**config.mk**
```make
export PLATFORM = sky130hd
export DESIGN_NAME = mem_arbiter
export DESIGN_NICKNAME = d
export VERILOG_FILES = /design/src/rtl/mem_arb_pkg.sv /design/src/rtl/mem_arb_pick.sv /design/src/rtl/mem_arbiter.sv
export SDC_FILE = /design/constraint.sdc
export NUM_CORES = 1
export LEC_CHECK = 0
export ABC_AREA = 0
export CAP_MARGIN = 20
export CORE_UTILIZATION = 40
export CTS_BUF_LIST = sky130_fd_sc_hd__clkbuf_4 sky130_fd_sc_hd__clkbuf_8
export CTS_CLUSTER_DIAMETER = 50
export DETAILED_ROUTE_END_ITERATION = 10
export PLACE_DENSITY = 0.92
export REMOVE_ABC_BUFFERS = 1
export SYNTH_ARGS = -nofsm -noshare
export SYNTH_HDL_FRONTEND = slang
export SYNTH_HIERARCHICAL = 1
export SYNTH_SLANG_ARGS = --single-unit
```
**constraint.sdc**
```tcl
create_clock -name CLK -period 3.6 [get_ports CLK]
set_input_delay 1.08 -clock CLK [delete_from_list [all_inputs] [get_ports CLK]]
set_output_delay 1.08 -clock CLK [all_outputs]
set_load 0.03 [all_outputs]
```
**src/rtl/mem_arb_pkg.sv**
```systemverilog
// Shared types and helpers for the RAM arbiter (mem_arbiter, mem_arb_pick).
package mem_arb_pkg;

  typedef enum logic {IDLE, BUSY} state_t;

  localparam int MAX_REQ = 8;

  function automatic logic [MAX_REQ-1:0] onehot(input int idx, input int width);
    logic [MAX_REQ-1:0] v;
    v = '0;
    for (int i = 0; i < MAX_REQ; i++) v[i] = (i == idx) && (i < width);
    return v;
  endfunction

endpackage

```
**src/rtl/mem_arb_pick.sv**
```systemverilog
// Combinational winner search. Rotating from ptr by default; with
// MEM_ARB_FIXED_PRIO_EN defined the lowest requesting index wins and ptr is ignored.
module mem_arb_pick #(
  parameter int NUM_REQ = 4,
  parameter int PTR_W   = $clog2(NUM_REQ)
) (
  input  logic [NUM_REQ-1:0] req,
  input  logic [PTR_W-1:0]   ptr,
  output logic [PTR_W-1:0]   winner,
  output logic               valid
);

  assign valid = |req;

`ifdef MEM_ARB_FIXED_PRIO_EN
  logic unused_ptr;
  assign unused_ptr = ^ptr;

  // Descending scan: the last hit is the lowest index.
  always_comb begin
    winner = '0;
    for (int i = NUM_REQ-1; i >= 0; i--)
      if (req[i]) winner = PTR_W'(i);
  end
`else
  // Bit i of dbl is req[(ptr+i) mod NUM_REQ].
  logic [2*NUM_REQ-1:0] dbl;
  assign dbl = {req, req} >> ptr;

  always_comb begin
    winner = '0;
    for (int i = NUM_REQ-1; i >= 0; i--)
      if (dbl[i]) winner = PTR_W'((int'(ptr) + i) % NUM_REQ);
  end
`endif

endmodule

```
**src/rtl/mem_arbiter.sv**
```systemverilog
// Two-phase arbiter sharing one single-port sync RAM among NUM_REQ requesters.
// Build option: MEM_ARB_FIXED_PRIO_EN selects fixed priority instead of round robin.
module mem_arbiter
  import mem_arb_pkg::*;
#(
  parameter int WORD_SIZE    = 8,
  parameter int ADDRESS_SIZE = 4,
  parameter int NUM_REQ      = 4
) (
  input  logic                              CLK,
  input  logic                              RST,
  input  logic [NUM_REQ-1:0]                REQ,
  input  logic [NUM_REQ-1:0]                REQ_WE,
  input  logic [NUM_REQ*ADDRESS_SIZE-1:0]   REQ_ADDR,
  input  logic [NUM_REQ*WORD_SIZE-1:0]      REQ_WDATA,
  output logic [NUM_REQ-1:0]                GNT,
  output logic [NUM_REQ-1:0]                RVALID,
  output logic [WORD_SIZE-1:0]              RDATA,
  output logic                              MEM_EN,
  output logic                              MEM_WE,
  output logic [ADDRESS_SIZE-1:0]           MEM_ADDR,
  output logic [WORD_SIZE-1:0]              MEM_DIN,
  input  logic [WORD_SIZE-1:0]              MEM_DOUT
);

  localparam int PTR_W = $clog2(NUM_REQ);

  logic [NUM_REQ-1:0][ADDRESS_SIZE-1:0] addr_a;
  logic [NUM_REQ-1:0][WORD_SIZE-1:0]    data_a;
  assign addr_a = REQ_ADDR;
  assign data_a = REQ_WDATA;

  state_t                  state, state_d;
  logic [PTR_W-1:0]        ptr, winner, win_q, win_d;
  logic                    win_vld, pending_rd, pending_d;
  logic [NUM_REQ-1:0]      gnt_d, rvalid_d;
  logic                    en_d, we_d;
  logic [ADDRESS_SIZE-1:0] addr_d;
  logic [WORD_SIZE-1:0]    din_d;
  logic [MAX_REQ-1:0]      win_oh, prev_oh;

  mem_arb_pick #(.NUM_REQ(NUM_REQ), .PTR_W(PTR_W)) u_pick (
    .req    (REQ),
    .ptr    (ptr),
    .winner (winner),
    .valid  (win_vld)
  );

`ifdef MEM_ARB_FIXED_PRIO_EN
  assign ptr = '0;
`else
  always_ff @(posedge CLK or posedge RST) begin
    if (RST)                          ptr <= '0;
    else if (state == IDLE && win_vld) ptr <= (winner == PTR_W'(NUM_REQ-1)) ? '0 : winner + 1'b1;
  end
`endif

  always_comb begin
    state_d   = state;
    gnt_d     = '0;
    rvalid_d  = '0;
    en_d      = 1'b0;
    we_d      = 1'b0;
    addr_d    = MEM_ADDR;
    din_d     = MEM_DIN;
    pending_d = pending_rd;
    win_d     = win_q;
    win_oh    = onehot(int'(winner), NUM_REQ);
    prev_oh   = onehot(int'(win_q), NUM_REQ);
    case (state)
      IDLE: if (win_vld) begin
        state_d   = BUSY;
        gnt_d     = win_oh[NUM_REQ-1:0];
        en_d      = 1'b1;
        we_d      = REQ_WE[winner];
        addr_d    = addr_a[winner];
        din_d     = data_a[winner];
        pending_d = ~REQ_WE[winner];
        win_d     = winner;
      end
      // RAM data for the granted read lands this cycle, so RVALID lines up with MEM_DOUT.
      BUSY: begin
        state_d   = IDLE;
        pending_d = 1'b0;
        if (pending_rd) rvalid_d = prev_oh[NUM_REQ-1:0];
      end
      default: state_d = IDLE;
    endcase
  end

  always_ff @(posedge CLK or posedge RST) begin
    if (RST) begin
      state      <= IDLE;
      GNT        <= '0;
      RVALID     <= '0;
      MEM_EN     <= 1'b0;
      MEM_WE     <= 1'b0;
      MEM_ADDR   <= '0;
      MEM_DIN    <= '0;
      pending_rd <= 1'b0;
      win_q      <= '0;
    end else begin
      state      <= state_d;
      GNT        <= gnt_d;
      RVALID     <= rvalid_d;
      MEM_EN     <= en_d;
      MEM_WE     <= we_d;
      MEM_ADDR   <= addr_d;
      MEM_DIN    <= din_d;
      pending_rd <= pending_d;
      win_q      <= win_d;
    end
  end

  assign RDATA = MEM_DOUT;

endmodule

```
==> Word level (Yosys, flattened, before mapping) <==
Index checks and enable logic that the tools add are counted.
{ "totals": {"register_bits": 28, "in_bits": 66, "output_inout_bits": 30, "elab_cells": 53} }
{ "classes": {"n_addsub": 4, "magnitude_cmp": 1, "n_eq_ne": 8, "shifts": 1, "n_mux": 22, "bitwise": 2, "reduce_logical": 5} }
{ "op_table": {"columns": ["op", "n"], "rows": [
  ["$mux 4", 5],
  ["$bmux 8 s2", 1],
  ["$mux 2", 5],
  ["$bmux 4 s2", 1],
  ["$eq 2x2->1 const A", 4],
  ["$mux 8", 1],
  ["$shr 8x2->4", 1],
  ["$mux 1", 6],
  ["$add 2x1->2 const B", 2],
  ["$add 2x2->2 const B", 2],
  ["$eq 1x2->1 const A", 2],
  ["$logic_not 2->1", 2],
  ["$pmux 1 s2", 2],
  ["$reduce_or 4->1", 1],
  ["$lt 2x3->1 const B", 1],
  ["$bmux 1 s2", 1],
  ["$eq 2x2->1 const B", 1],
  ["$ne 2x2->1 const B", 1],
  ["$not 1->1", 2],
  ["$reduce_and 2->1", 1],
  ["$logic_and 1x1->1", 1]
]} }

==> Logic depth before layout (Yosys ltp) <==
{ "logic_depth": {"depth_word": 10, "ltp_mapped": 8, "depth_no_buf": 6} }

==> Cells and area by module <==
The synthesis kept the hierarchy.
{ "by_module_without_submodules": {"columns": ["mod", "instances", "cells_each", "area_each_um2", "seq_area_each_um2"], "rows": [
  ["mem_arbiter", 1, 92, 1448.9, 675.6],
  ["mem_arb_pick", 1, 15, 77.6, 0.0]
]} }

==> Worst setup path before layout <==
OpenSTA, ideal clock, no wires.
{ "synth_timing": {"kind": "input -> register", "from": "input port REQ[1]", "to": "register MEM_DIN[7]", "setup_ns": 0.125, "t_arrival_ns": 2.704, "required_time_ns": 3.475, "path_slack_ns": 0.771, "stages": 7, "n_path_buf": 2, "path_cell_list": "inv_1 -> a221o_1 -> a21oi_1 -> buf_6 -> buf_12 -> mux4_2 -> mux2_4"} }
{ "synth_between": {"elab_chain_cells": 7, "elab_cells_between_ends": 9} }
{ "synth_rtl": {"columns": ["element", "line", "text"], "rows": [
  ["start, declared", "mem_arbiter.sv:12", "input logic [NUM_REQ-1:0] REQ,"],
  ["$shr 8x2->4 (*)", "mem_arb_pick.sv:28", "assign dbl = {req, req} >> ptr;"],
  ["$mux 2 (3 in a row)", "mem_arb_pick.sv:33", "if (dbl[i]) winner = PTR_W'((int'(ptr) + i) % NUM_REQ);"],
  ["$mux 2 (*)", "mem_arb_pick.sv:33", null],
  ["net winner[0]", "mem_arbiter.sv:34", "logic [PTR_W-1:0] ptr, winner, win_q, win_d;"],
  ["$bmux 8 s2 (*)", "mem_arbiter.sv:77", "din_d = data_a[winner];"],
  ["$mux 8 (implied by the code) (*)", "mem_arbiter.sv:77", null],
  ["end signal, assigned", "mem_arbiter.sv:109", "MEM_DIN <= din_d;"],
  ["end, declared", "mem_arbiter.sv:22", "output logic [WORD_SIZE-1:0] MEM_DIN,"]
]} }
Mark *: on every way through the listed nets, which the timed path passes. The rest lies on a longest branch. The select of a mux whose other input is x is not followed.
A chain may end at the register's enable or synchronous reset.

==> Worst setup path after layout <==
{ "layout_timing": {"from": "input port REQ[1]", "to": "register MEM_ADDR[2]"} }
{ "layout_between": {"elab_chain_cells": 7, "elab_cells_between_ends": 9} }
{ "layout_rtl": {"columns": ["element", "line", "text"], "rows": [
  ["$shr 8x2->4 (*)", "mem_arb_pick.sv:28", null],
  ["$mux 2 (3 in a row)", "mem_arb_pick.sv:33", null],
  ["$mux 2 (*)", "mem_arb_pick.sv:33", null],
  ["net winner[0]", "mem_arbiter.sv:34", null],
  ["$bmux 4 s2 (*)", "mem_arbiter.sv:76", "addr_d = addr_a[winner];"],
  ["$mux 4 (implied by the code) (*)", "mem_arbiter.sv:76", null],
  ["end signal, assigned", "mem_arbiter.sv:108", "MEM_ADDR <= addr_d;"],
  ["end, declared", "mem_arbiter.sv:21", "output logic [ADDRESS_SIZE-1:0] MEM_ADDR,"]
]} }
Marks and branches as above.

==> run summary <==
critical path class -> input port to register
Yosys cell types -> 25
Max Freq -> 329 MHz
switching part of the total power -> 37.0%
clk buf depth -> 2
Final Cycle Share -> 84.4%
fin area -> 0.00239 sq mm
Seq/Total Area, Yosys -> 44.3%
Die ar. -> 0.00407 sq mm
unrepaired setup endpoints after global routing -> false
GRT Total Usage -> 16.7%
via/cell ratio -> 4.99
clk root buf -> clkbuf_8
reg2reg path depth -> 6
worst vdd ir -> 0.273 mV
Die Height -> 63.8 microns
R2R Path End -> MEM_ADDR[2]
highest metal used -> met4
Initial Util -> 41.7%
worst slew pin tran -> 318 ps
final clock skew -> 2.48 ps
GRT overflow -> 0
sequential power share -> 31.3%
post-layout min period -> 3040 ps
Slew headroom -> 78.7%
met2 wire length -> 1820 microns
clock network power share -> 10.8%
clock tree sinks -> 27
nets -> 252
Gate power share -> 57.9%
initial antenna violation count -> 0
GPL Wtd Cong -> 0.790
synth-to-layout area growth -> 56.6%
Syn Std Cell Area -> 0.00153 sq mm
post-CTS sizing -> 0
global-route wire length before repair -> 5120 microns
max_cap viols -> 0
HPWL after DPL -> 2610 microns
Inserted Diodes -> 0
number of synthesized register bits -> 27
Die W -> 63.8 microns
gate count of the mapped netlist -> 107
Warnings, synthesis -> 6
CTS tree -> done
Filler cells -> 280
switching pwr -> 0.587 mW
Placed Instances -> 224
PD cells -> 664 mW/mm^2
commonest non-fill, non-tap cell in the layout -> clkdlybuf4s50_1
Final setup viols -> 0
commonest cells after routing, fill and taps aside -> clkdlybuf4s50_1, dfrtp_1, inv_1
class of the tightest hold or removal check -> register to register
WL final -> 3350 microns
CTS Hold Buffers Added -> 0
Min Hold Slack -> 483 ps
vias in the first global route -> 1,133
Internal Power -> 0.999 mW
core area -> 0.00366 sq mm
Skew-Pair Late Insertion Delay -> 270 ps
Leakage -> 1.02 nW
port bufs -> 79
# IOs -> 96
area post-placement -> 0.00232 sq mm
Worst Hold Endpoint -> RVALID[0]
Avg Inst Size Synth -> 14.3 sq um
layout cells sized above 1 -> 19.9%
Arr. time, crit path -> 3200 ps
drt drc -> 0
Setup crit end kind -> register
Core Util, Final -> 65.3%
crit start category -> input port
total negative slack -> 0 ps
FP Rows -> 22
largest net degree at the start of global routing -> 28
ANT nets after route -> 0
hold depth -> 1
wire length per cell -> 14.6 microns
status -> completed
Initial DRC Count -> 38
CP Max Fanout -> 17
total setup buffers inserted after CTS -> 0
DR vias -> 1,143
met1 wire length -> 1270 microns
Final Max Slew Viols -> 0
critical path startpoint -> REQ[1]
Initial DRT Pass Iterations -> 4
Final Hold Viols -> 0
H-tree depth -> 1
clock-pin slew on the worst setup and hold paths -> 90 ps
CP Data Required Time -> 3760 ps
Num CTS Buffers -> 3
hold path start -> win_q[0]
Worst R2R Start -> ptr[0]
met3 wire length -> 250 microns
r2r setup slk -> 1500 ps
final std cells w/o fill -> 229
-- logic make-up (layout without fill, tap and decap cells) --
kind of cell,after synthesis,in the layout,share of synthesized area [%]
flip-flops,27,27,44.3
multiplexers,29,29,33.9
AO/OA/AOI/OAI,8,8,3.69
adder cells (fa/ha/maj),4,4,3.28
AND/OR/NAND/NOR,17,17,5.74
buffers and inverters,22,96,9.18
-- metrics by stage --
stage	worst slack (ps)	power, mW
4_1_cts	561	1.60
5_1_grt	500	1.67
3_3_place_gp	333	1.40
3_5_place_dp	262	1.42
2_1_floorplan	-37.7	1.06
6_report	560	1.59
-- metal layers --
metal,vias to the layer above,global-route usage (%)
met5,-,0
met1,546,18.4
met4,0,4.26
met2,64,31.4
li1,531,-
met3,2,4.29
-- power groups by stage --
stage	Clock, mW	Combinational (mW)	Sequential, mW
2_1_floorplan	0	0.388	0.675
3_3_place_gp	0	0.902	0.494
3_5_place_dp	0	0.924	0.500
4_1_cts	0.179	0.926	0.496
5_1_grt	0.190	0.970	0.511
6_report	0.171	0.919	0.496
-- critical path: stages --
cell             delay (ps)
clkdlybuf4s50_1         500
inv_1                    70
a221o_1                 320
a21oi_2                 180
buf_12                  190
mux4_1                  570
mux2_2                  280
-- layout make-up --
cell class | instances | area [sq um] | area share (%)
Tap cell | 48 | 60.1 | 2.51
Sequential cell | 27 | 676 | 28.3
Timing Repair Buffer | 83 | 853 | 35.7
Clock inverter | 1 | 5.00 | 0.209
Clock buffer | 3 | 41.3 | 1.73
Multi-Input combinational cell | 58 | 721 | 30.2
Inverter | 9 | 33.8 | 1.41
-- worst max-delay path by stage --
stage,endpoint,cells past startpoint
floorplan,MEM_ADDR[0],5
CTS,MEM_ADDR[2],7
global route,MEM_ADDR[2],7
detailed placement,MEM_ADDR[2],7
finish,MEM_ADDR[2],7
global placement,MEM_ADDR[2],7
-- sequential cells by signal, indices dropped and copies added (netlist names) --
signal	cells
RVALID	4
win_q	2
MEM_DIN	8
MEM_WE	1
pending_rd	1
GNT	4
MEM_ADDR	4
ptr	2
MEM_EN	1
-- cells in the mapped netlist --
cell type	count	area (sq um)
mux2_2	8	90.1
a21oi_1	4	20.0
mux4_2	8	180
nand2b_1	1	6.26
ha_1	4	50.1
and2_1	4	25.0
o21ai_1	1	5.00
buf_4	8	60.1
mux4_1	5	131
nor3_1	2	10.0
a221o_1	1	10.0
dfrtp_1	27	676
and2_2	1	7.51
inv_1	9	33.8
nand3_1	2	10.0
nand2_1	1	3.75
buf_6	1	11.3
buf_2	3	15.0
nor2_1	5	18.8
o221ai_1	1	8.76
nor2b_1	1	6.26
a211oi_2	1	12.5
mux2i_1	1	10.0
buf_12	1	20.0
mux2_4	7	105
Power figures use the tool's default switching activity.
